<file path="config.mk">
export PLATFORM = sky130hd
export DESIGN_NAME = ex_muldiv_unit
export DESIGN_NICKNAME = d
export VERILOG_FILES = /design/src/rtl/ex_muldiv_unit.sv
export SDC_FILE = /design/constraint.sdc
export NUM_CORES = 1
export LEC_CHECK = 0
export CAP_MARGIN = 40
export CELL_PAD_IN_SITES_DETAIL_PLACEMENT = 0
export CELL_PAD_IN_SITES_GLOBAL_PLACEMENT = 2
export CORE_MARGIN = 4
export CORE_UTILIZATION = 25
export CTS_BUF_LIST = sky130_fd_sc_hd__clkbuf_16
export DETAILED_ROUTE_END_ITERATION = 16
export GPL_TIMING_DRIVEN = 1
export PLACE_DENSITY_LB_ADDON = 0.1
export SKIP_CTS_REPAIR_TIMING = 1
export SLEW_MARGIN = 20
export SYNTH_ARGS = -nofsm -noshare
export SYNTH_HDL_FRONTEND = slang
export SYNTH_SLANG_ARGS = --single-unit
</file>
<file path="constraint.sdc">
create_clock -name clk -period 9.2 [get_ports clk]
set_input_delay 0.92 -clock clk [delete_from_list [all_inputs] [get_ports clk]]
set_output_delay 0.92 -clock clk [all_outputs]
set_load 0.01 [all_outputs]
</file>
<file path="src/rtl/ex_muldiv_unit.sv">
// ex_muldiv_unit: iterative multiply/divide unit with architectural HI/LO for the EX stage.
// Executes MULT/MULTU (shift-add) and DIV/DIVU (restoring), serves MFHI/MFLO/MTHI/MTLO,
// and requests a pipeline stall while a dependent HI/LO instruction must wait.
// Build option: define MULDIV_RADIX4_EN to retire two multiplier bits per cycle
// (16-cycle multiply); divide is unaffected.
module ex_muldiv_unit #(
  parameter int unsigned SIZE     = 32,
  parameter int unsigned SIZE_FNC = 6,
  parameter int unsigned CNT_W    = 6
) (
  input  logic                clk,
  input  logic                rst_n,
  input  logic                md_valid,
  input  logic [SIZE_FNC-1:0] funcion,
  input  logic [SIZE-1:0]     op_a,
  input  logic [SIZE-1:0]     op_b,
  output logic                md_stall,
  output logic                busy,
  output logic [SIZE-1:0]     mf_result,
  output logic [SIZE-1:0]     hi,
  output logic [SIZE-1:0]     lo
);

  localparam int unsigned PW = 2 * SIZE;

  localparam logic [SIZE_FNC-1:0] F_MFHI  = SIZE_FNC'(6'h10);
  localparam logic [SIZE_FNC-1:0] F_MTHI  = SIZE_FNC'(6'h11);
  localparam logic [SIZE_FNC-1:0] F_MFLO  = SIZE_FNC'(6'h12);
  localparam logic [SIZE_FNC-1:0] F_MTLO  = SIZE_FNC'(6'h13);
  localparam logic [SIZE_FNC-1:0] F_MULT  = SIZE_FNC'(6'h18);
  localparam logic [SIZE_FNC-1:0] F_MULTU = SIZE_FNC'(6'h19);
  localparam logic [SIZE_FNC-1:0] F_DIV   = SIZE_FNC'(6'h1A);
  localparam logic [SIZE_FNC-1:0] F_DIVU  = SIZE_FNC'(6'h1B);

`ifdef MULDIV_RADIX4_EN
  localparam int unsigned MUL_ITER = SIZE / 2;
`else
  localparam int unsigned MUL_ITER = SIZE;
`endif
  localparam logic [CNT_W-1:0] MUL_LAST = CNT_W'(MUL_ITER - 1);
  localparam logic [CNT_W-1:0] DIV_LAST = CNT_W'(SIZE - 1);

  typedef enum logic [1:0] {
    S_IDLE = 2'd0,
    S_MUL  = 2'd1,
    S_DIV  = 2'd2,
    S_DONE = 2'd3
  } state_t;

  state_t           r_state;
  state_t           w_state_nxt;

  logic [CNT_W-1:0] r_cnt;
  logic [SIZE-1:0]  r_mcand;   // multiplicand (MUL) or divisor (DIV)
  logic [SIZE-1:0]  r_acc_hi;  // product high half or partial remainder
  logic [SIZE-1:0]  r_acc_lo;  // multiplier/product low half or dividend/quotient
  logic             r_neg_q;
  logic             r_neg_r;
  logic             r_dz;
  logic             r_is_div;
  logic [SIZE-1:0]  r_hi;
  logic [SIZE-1:0]  r_lo;

  logic             w_is_mfhi, w_is_mthi, w_is_mflo, w_is_mtlo;
  logic             w_is_mult, w_is_multu, w_is_div, w_is_divu;
  logic             w_md_op;
  logic             w_accept;
  logic             w_start_mul, w_start_div;
  logic             w_signed;
  logic             w_a_neg, w_b_neg;
  logic [SIZE-1:0]  w_abs_a, w_abs_b;

  logic [SIZE-1:0]  w_mul_nxt_hi, w_mul_nxt_lo;
  logic [SIZE:0]    w_div_shift;
  logic             w_div_ge;
  logic [SIZE-1:0]  w_div_rem;
  logic [SIZE-1:0]  w_div_nxt_lo;

  logic [PW-1:0]    w_prod, w_prod_fix;
  logic [SIZE-1:0]  w_quo_fix, w_rem_fix;
  logic [SIZE-1:0]  w_res_hi, w_res_lo;

  // Function decode and operand magnitude for signed operations.
  always_comb begin
    w_is_mfhi   = (funcion == F_MFHI);
    w_is_mthi   = (funcion == F_MTHI);
    w_is_mflo   = (funcion == F_MFLO);
    w_is_mtlo   = (funcion == F_MTLO);
    w_is_mult   = (funcion == F_MULT);
    w_is_multu  = (funcion == F_MULTU);
    w_is_div    = (funcion == F_DIV);
    w_is_divu   = (funcion == F_DIVU);
    w_md_op     = md_valid & (w_is_mfhi | w_is_mthi | w_is_mflo | w_is_mtlo |
                              w_is_mult | w_is_multu | w_is_div | w_is_divu);
    w_accept    = w_md_op & (r_state == S_IDLE);
    w_start_mul = w_accept & (w_is_mult | w_is_multu);
    w_start_div = w_accept & (w_is_div | w_is_divu);
    w_signed    = w_is_mult | w_is_div;
    w_a_neg     = w_signed & op_a[SIZE-1];
    w_b_neg     = w_signed & op_b[SIZE-1];
    w_abs_a     = w_a_neg ? (~op_a + SIZE'(1)) : op_a;
    w_abs_b     = w_b_neg ? (~op_b + SIZE'(1)) : op_b;
  end

`ifdef MULDIV_RADIX4_EN
  logic [SIZE+1:0] w_mul_pp;
  logic [SIZE+1:0] w_mul_sum;

  // Radix-4 shift-add step: add 0..3 times the multiplicand, shift right by two.
  always_comb begin
    w_mul_pp     = (r_acc_lo[0] ? {2'b00, r_mcand} : '0) +
                   (r_acc_lo[1] ? {1'b0, r_mcand, 1'b0} : '0);
    w_mul_sum    = {2'b00, r_acc_hi} + w_mul_pp;
    w_mul_nxt_hi = w_mul_sum[SIZE+1:2];
    w_mul_nxt_lo = {w_mul_sum[1:0], r_acc_lo[SIZE-1:2]};
  end
`else
  logic [SIZE:0] w_mul_sum;

  // Radix-2 shift-add step: conditionally add the multiplicand, shift right by one.
  always_comb begin
    w_mul_sum    = {1'b0, r_acc_hi} + (r_acc_lo[0] ? {1'b0, r_mcand} : '0);
    w_mul_nxt_hi = w_mul_sum[SIZE:1];
    w_mul_nxt_lo = {w_mul_sum[0], r_acc_lo[SIZE-1:1]};
  end
`endif

  // Restoring divide step: shift in the next dividend bit, subtract if it fits.
  always_comb begin
    w_div_shift  = {r_acc_hi, r_acc_lo[SIZE-1]};
    w_div_ge     = (w_div_shift >= {1'b0, r_mcand});
    w_div_rem    = w_div_ge ? SIZE'(w_div_shift - {1'b0, r_mcand}) : w_div_shift[SIZE-1:0];
    w_div_nxt_lo = {r_acc_lo[SIZE-2:0], w_div_ge};
  end

  // Sign fix-up of the finished magnitude result; divide-by-zero forces an all-ones quotient.
  always_comb begin
    w_prod     = {r_acc_hi, r_acc_lo};
    w_prod_fix = r_neg_q ? (~w_prod + PW'(1)) : w_prod;
    w_quo_fix  = r_dz ? '1 : (r_neg_q ? (~r_acc_lo + SIZE'(1)) : r_acc_lo);
    w_rem_fix  = r_neg_r ? (~r_acc_hi + SIZE'(1)) : r_acc_hi;
    w_res_hi   = r_is_div ? w_rem_fix : w_prod_fix[PW-1:SIZE];
    w_res_lo   = r_is_div ? w_quo_fix : w_prod_fix[SIZE-1:0];
  end

  // State register.
  always_ff @(posedge clk or negedge rst_n) begin
    if (!rst_n) r_state <= S_IDLE;
    else        r_state <= w_state_nxt;
  end

  // Next-state logic.
  always_comb begin
    w_state_nxt = r_state;
    case (r_state)
      S_IDLE: begin
        if (w_start_mul)      w_state_nxt = S_MUL;
        else if (w_start_div) w_state_nxt = S_DIV;
      end
      S_MUL:  if (r_cnt == MUL_LAST) w_state_nxt = S_DONE;
      S_DIV:  if (r_cnt == DIV_LAST) w_state_nxt = S_DONE;
      S_DONE: w_state_nxt = S_IDLE;
      default: w_state_nxt = S_IDLE;
    endcase
  end

  // Status and move-from outputs; HI/LO readers wait through the commit cycle.
  always_comb begin
    busy      = 1'b0;
    md_stall  = 1'b0;
    mf_result = '0;
    busy      = (r_state == S_MUL) | (r_state == S_DIV);
    md_stall  = w_md_op & (busy | (r_state == S_DONE));
    if (w_md_op && !md_stall) begin
      if (w_is_mfhi)      mf_result = r_hi;
      else if (w_is_mflo) mf_result = r_lo;
    end
  end

  // Iteration datapath: operand latch on acceptance, one step per cycle while running.
  always_ff @(posedge clk or negedge rst_n) begin
    if (!rst_n) begin
      r_cnt    <= '0;
      r_mcand  <= '0;
      r_acc_hi <= '0;
      r_acc_lo <= '0;
      r_neg_q  <= 1'b0;
      r_neg_r  <= 1'b0;
      r_dz     <= 1'b0;
      r_is_div <= 1'b0;
    end else begin
      case (r_state)
        S_IDLE: begin
          if (w_start_mul) begin
            r_cnt    <= '0;
            r_mcand  <= w_abs_a;
            r_acc_hi <= '0;
            r_acc_lo <= w_abs_b;
            r_neg_q  <= w_a_neg ^ w_b_neg;
            r_neg_r  <= w_a_neg;
            r_dz     <= 1'b0;
            r_is_div <= 1'b0;
          end else if (w_start_div) begin
            r_cnt    <= '0;
            r_mcand  <= w_abs_b;
            r_acc_hi <= '0;
            r_acc_lo <= w_abs_a;
            r_neg_q  <= w_a_neg ^ w_b_neg;
            r_neg_r  <= w_a_neg;
            r_dz     <= (op_b == '0);
            r_is_div <= 1'b1;
          end
        end
        S_MUL: begin
          r_cnt    <= r_cnt + CNT_W'(1);
          r_acc_hi <= w_mul_nxt_hi;
          r_acc_lo <= w_mul_nxt_lo;
        end
        S_DIV: begin
          r_cnt    <= r_cnt + CNT_W'(1);
          r_acc_hi <= w_div_rem;
          r_acc_lo <= w_div_nxt_lo;
        end
        default: ;
      endcase
    end
  end

  // Architectural HI/LO: move-to writes when idle, result commit in DONE.
  always_ff @(posedge clk or negedge rst_n) begin
    if (!rst_n) begin
      r_hi <= '0;
      r_lo <= '0;
    end else if (r_state == S_DONE) begin
      r_hi <= w_res_hi;
      r_lo <= w_res_lo;
    end else if (w_accept) begin
      if (w_is_mthi) r_hi <= op_a;
      if (w_is_mtlo) r_lo <= op_a;
    end
  end

  assign hi = r_hi;
  assign lo = r_lo;

endmodule

</file>
==> results by group, run 1 <==
Global route
  • Pin count of the biggest net entering global routing: slightly above 70
  • Wire length of the first global-routing pass: 113000 µm
  • Number of global-route vias before repair: around 16000
  • Number of antenna violations at the first check in global routing: 3
  • Overall Global Routing Usage: between 20% and 30%
  • Sum of overflow across all layers after global routing: 0

Timing
  • Total count of hold-check failures in the final report: 0
  • Slew Viols, Final: 0
  • Clock tree skew after final layout: ~0.014 ns
  • RSZ-0062 raised after global routing: no
  • Final critical-path share of the clock period: 53.6%
  • Slew of the pin with the lowest slew margin: approximately 0.9 ns
  • Final worst slack: approximately 4.3 ns
  • Post-route minimum period: between 4 and 5 ns
  • Upper clock frequency limit: around 0.20 GHz
  • Final number of setup-violating endpoints: 0
  • Sum Neg Setup Slack: 0 ns
  • Final worst hold slack: 0.406 ns
  • Worst relative slew slack: approximately two fifths

Logic synthesis
  • Post-synth design cell area: ~16000 µm²
  • EDFF count, synth: 0
  • Syn Inst Count: about 2100
  • Distinct cell type count of the synthesized netlist: 73
  • Portion of synthesized cell area occupied by the leading cell type: a little over a quarter
  • Dominant register cell in the synthesized netlist: dfrtp_1
  • Post-Synthesis Mean Instance Area: 7.57 µm²
  • Cells taking the most area after synthesis: dfrtp_1, o21ai_0, a21oi_1, ha_1, xnor2_1
  • Async set-or-reset flop fraction in the synthesized netlist: 100%
  • Sequential element share of the synthesized area: between 20% and 30%
  • Syn nets: 2236
  • Count of warnings emitted by yosys: 0
  • FF+latch count, synth: between 150 and 200
  • Post-synth top area cell: dfrtp_1

Run status
  • Status: completed

Cells and area
  • Highest-count cells in the layout ignoring fill and taps: o21ai_0, nor2_1, a21oi_1, nand2_1, dfrtp_1
  • Layout area overhead: 20.3%
  • Number of diodes added for antenna fixing: 0
  • Most common library cell in the layout ignoring fill and taps: o21ai_0
  • Storage cell area: around 4300 µm²
  • Number of fill cells: a little under 7000
  • Post-Layout Cell Count: just over 3000
  • Fraction of final layout cells sized beyond drive strength 1: approximately 5.0%
  • Area of the multi-input gates: around 11000 µm²
  • Non-Filler Cell Area, Final: about 19000 µm²
  • Final-stage net count: roughly 2300

Hold path
  • HP Class: in2async

Route
  • Met2 wire length: between 30000 and 40000 µm
  • Met3 wire len: roughly 4600 µm
  • Vias per cell: approximately 5.5
  • DRT Pass-1 Iters: 7
  • Wirelength per Cell: 25.4 µm
  • Highest signal layer in the routed design: met5
  • DRC viols: 0
  • DRT met1 WL: approximately 35000 µm
  • Post-Route WL: 77000 µm
  • Count of nets left with antenna violations after detail routing: 0
  • Vias after detailed routing: around 17000
  • Detailed Route Iter0 Violations: around 1300

Die
  • Die Y: 260 µm
  • Initial standard-cell utilization of the core: 25.4%
  • Core area: between 60000 and 70000 µm²
  • Width of the chip: approximately 260 µm
  • Number of top-level design ports: ~170
  • DIE AREA: between 60000 and 70000 µm²
  • Number of cell rows: 91

Place
  • Setup slack at placement: 4.28 ns
  • GPL Wtd Cong: around 0.90
  • Total placed cells including tap cells: 2995
  • Input/output buffers: between 150 and 200
  • Placement Cell Area: between 15000 and 20000 µm²
  • DPL Wire Length: roughly 60000 µm

Pwr
  • Power density normalized to cell area: 346 nW/µm²
  • Maximum VDD drop: around 0.15 mV
  • Reported leakage power: between 7 and 8 nW

Critical path
  • Critical Path RT: 8.28 ns
  • Type of element capturing the critical path: primary output
  • Arrival time of data at the critical path endpoint: around 4 ns
  • Critical path launch point type: input port
  • Worst Reg2Reg Path Length in Cells: 13
  • Maximum fanout encountered on the critical timing path: 20
  • Critical Setup Path Class: in2out

Clock network
  • CTS sink count: between 150 and 200
  • Clock Pin Slew Worst Setup and Hold Paths: 0.07 ns
  • H-tree depth: 4
  • Clock root buffer: clkbuf_16
  • Later-pin clock latency in the skew report: 0.50 ns
  • CTS tree: built
  • Inserted Clock Buffers: 17
  • Buffers from clock root to sink, at most: 2

Job
  • Maximum Capacitance Violations: 0
area by class of cell:
class | count | share of cell area (%)
Clock buffer | 17 | 2.24
Timing Repair Buffer | 210 | 10.7
Tap cell | 837 | 5.50
Sequential cell | 172 | 22.6
Inverter | 66 | 1.30
Multi-Input combinational cell | 1712 | 56.8
Clock inverter | 15 | 0.855
sequential cells by signal, indices dropped and copies added, names as in the netlist:
register	flops
hi	32
lo	32
r_acc_hi	32
r_acc_lo	32
r_mcand	32
r_cnt	6
r_state	2
r_dz	1
r_is_div	1
r_neg_q	1
r_neg_r	1
stage by stage:
stage | util, % | total power [mW]
2_1_floorplan | - | 4.09
3_3_place_gp | 29.5 | 5.80
3_5_place_dp | 29.6 | 5.78
4_1_cts | 30.6 | 6.60
5_1_grt | 30.6 | 7.09
6_report | 30.6 | 6.58
where the power goes:
group | internal, mW | switching [mW] | leakage (nW)
Clock | 0.406 | 0.382 | 0.293
Sequential | 1.09 | 0.552 | 2.16
Combinational | 1.57 | 2.58 | 5.40
final timing paths:
kind | start | to | slack (ns)
min in group clk | r_mcand[5] | r_mcand[5] | 0.49
worst max register to register | r_acc_lo[0] | r_acc_hi[25] | 4.56
max in group asynchronous | rst_n | r_mcand[14] | 7.08
worst min-delay path | rst_n | lo[12] | 0.41
worst min register to register | r_mcand[5] | r_mcand[5] | 0.49
worst max-delay path | funcion[2] | mf_result[10] | 4.27
worst max-delay path, stage by stage:
cell	delay [ns]
clkdlybuf4s50_1	0.46
nor3b_1	0.63
nand2_1	0.18
nor3_2	0.64
buf_4	0.38
a22oi_1	0.11
nor2_1	0.12
clkdlybuf4s50_1	0.55
synthesized netlist by cell type (all sizes together) (37+ instances only):
master  count
dfrtp     172
ha         73
nor2      220
clkbuf    133
o21ai     221
and2       38
a211oi     46
xnor2      99
mux2i      38
xor2       78
a21oi     209
inv        65
nand2     199
a21o       37
a22oi      56
or3        37
cell families after synthesis:
| kind of cell | count (synthesis) | synth area share [%] |
|---|---|---|
| buf+inv | 204 | 4.90 |
| compound gates | 743 | 29.0 |
| xor+xnor | 177 | 9.80 |
| simple gates | 668 | 19.9 |
| flops | 172 | 27.2 |
| fa+ha+maj | 75 | 6.03 |
| mux | 49 | 3.19 |
routing by layer:
layer  vias to the layer above  GRT usage (%)
met3                        88           4.12
met5                         -              0
li1                       7754              -
met1                      8181           30.8
met2                       500           36.0
met4                         2           7.57
Power figures use the tool's default switching activity.
==> inputs of run 2 (changes only) <==
clock period = 4.8 ns   (was 9.2 ns; I/O delays follow)
==> results by group, run 2 (synthesized netlist as in run 1, its figures left out) <==
Clock network
  • Later-pin clock latency in the skew report: 0.49 ns
  • H-tree depth: 4
  • Inserted Clock Buffers: 17
  • CTS tree: built
  • Clock root buffer: clkbuf_16
  • CTS sink count: between 150 and 200
  • Clock Pin Slew Worst Setup and Hold Paths: 0.07 ns
  • Buffers from clock root to sink, at most: 2

Die
  • Number of top-level design ports: 171
  • Initial standard-cell utilization of the core: between 20 and 30%
  • Die Y: ~260 µm
  • Core area: ~62000 µm²
  • Number of cell rows: slightly above 90
  • DIE AREA: 67400 µm²
  • Width of the chip: about 260 µm

Route
  • Wirelength per Cell: 25.4 µm
  • Vias per cell: 5.36
  • Post-Route WL: between 70000 and 80000 µm
  • DRT Pass-1 Iters: 6
  • Detailed Route Iter0 Violations: around 1400
  • Count of nets left with antenna violations after detail routing: 0
  • Vias after detailed routing: roughly 16000
  • DRC viols: 0

Pwr
  • Power density normalized to cell area: approximately 660 nW/µm²
  • Total power: 12.8 mW
  • Reported leakage power: ~8.0 nW
  • Maximum VDD drop: approximately 0.27 mV

Global route
  • Number of antenna violations at the first check in global routing: 1
  • Pin count of the biggest net entering global routing: 72
  • Overall Global Routing Usage: approximately 23%
  • Sum of overflow across all layers after global routing: 0
  • Number of global-route vias before repair: 16082
  • Wire length of the first global-routing pass: around 110000 µm

Critical path
  • Critical path launch point type: register
  • Crit. path cell count: 15
  • Maximum fanout encountered on the critical timing path: 27
  • Arrival time of data at the critical path endpoint: between 4 and 5 ns
  • Type of element capturing the critical path: register
  • Most frequent CP cell: o21ai_0
  • Critical path's slowest cell: o21ai_0
  • Reg-to-reg startpoint: r_acc_lo[0]
  • Critical Setup Path Class: reg2reg
  • Largest delay contributor family on the critical path: compound AO/OA/AOI/OAI gates
  • Critical path destination: r_acc_hi[25]
  • Setup slack of the most critical reg-to-reg path: slightly above 0.6 ns
  • Crit path cell chain: clkinv_1 -> buf_4 -> nor2_1 -> ha_1 -> o211ai_1 -> o21ai_0 -> a211oi_1 -> o31a_1 -> o21ai_0 -> a31oi_1 -> o21ai_0 -> buf_4 -> a21oi_1 -> xnor2_1 -> a221o_1
  • Worst path max stage delay: 0.53 ns
  • End of the worst register-to-register path: r_acc_hi[25]
  • Worst Reg2Reg Path Length in Cells: 15
  • Number of buffer and inverter stages on the critical path: 3
  • Critical Path RT: ~5.2 ns
  • Critical path origin: r_acc_lo[0]

Cells and area
  • Layout area overhead: 22.0%
  • Highest-count cells in the layout ignoring fill and taps: o21ai_0, nor2_1, a21oi_1, nand2_1, dfrtp_1
  • Final-stage net count: roughly 2400
  • Most common library cell in the layout ignoring fill and taps: o21ai_0
  • Fraction of final layout cells sized beyond drive strength 1: 6.30%

Timing
  • Final critical-path share of the clock period: between 80% and 90%
  • Sum Neg Setup Slack: 0 ns
  • Total count of hold-check failures in the final report: 0
  • Slew of the pin with the lowest slew margin: 0.765 ns
  • Clock tree skew after final layout: roughly 0.013 ns
  • Worst relative slew slack: between 40 and 50%
  • RSZ-0062 raised after global routing: no
  • Post-route minimum period: 4.18 ns
  • Final number of setup-violating endpoints: 0
  • Slew Viols, Final: 0
  • Upper clock frequency limit: between 0.2 and 0.25 GHz

Hold path
  • Hold Path Origin: r_mcand[14]
  • HP Class: reg2reg

Place
  • DPL Wire Length: 61300 µm
  • Input/output buffers: 170
  • GPL Wtd Cong: around 0.88

Job
  • Maximum Capacitance Violations: 0

Run status
  • Status: completed
## run 2: layout make-up
| cell class | count | area [µm²] |
|---|---|---|
| antenna | 2 | 5.00 |
| clock buffer | 17 | 425 |
| clock inverter | 15 | 165 |
| fill | 6766 | 42900 |
| inverter | 66 | 248 |
| multi-input combinational | 1712 | 10800 |
| sequential | 172 | 4300 |
| tap | 837 | 1050 |
| timing repair buffer | 240 | 2300 |
## run 2: how the worst min path moves through the flow
stage | end | slack, ns | depth (start not counted)
floorplan | hi[0] | 0.18 | 0
CTS | hi[16] | -0.07 | 1
finish | r_mcand[14] | 0.49 | 2
detailed placement | r_mcand[14] | 0.47 | 2
global route | hi[16] | 0.54 | 2
global placement | r_mcand[22] | 0.47 | 2
## run 2: tightest hold or removal path, stage by stage, from the launching register on
cell	delay, ns
dfrtp_1	0.34
nand2_1	0.04
o21ai_0	0.07
## run 2: per-layer routing
metal	GRT usage, %	routed length, µm	up-vias	share of wire [%]
met5	0	13	-	0.017
met4	5.89	1670	2	2.1
met1	34.2	38400	8083	49
li1	-	-	7811	-
met3	2.45	3570	59	4.6
met2	35.1	34100	445	44
## run 2: stage by stage
| step | hold slack [ns] | area [µm²] | utilization, % | setup WS [ns] | cells |
|---|---|---|---|---|---|
| after detailed placement | 0.474 | 18700 | 30.0 | 0.595 | 3025 |
| after CTS | -0.0674 | 19200 | 31.0 | 0.581 | 3057 |
| after global routing | 0.535 | 19300 | 31.0 | 0.282 | 3059 |
| after floorplan | 0.184 | 15800 | - | 1.34 | 2088 |
| after global placement | 0.474 | 18600 | 30.0 | 0.683 | 3024 |
| final | 0.488 | 19300 | 31.0 | 0.620 | 3061 |
## run 2: power by group
part / leakage [nW] / switching, mW / internal (mW) / total (mW)
registers: 2.16 / 0.871 / 2.09 / 2.96
logic: 5.57 / 5.19 / 3.14 / 8.33
clock network: 0.292 / 0.724 / 0.777 / 1.50
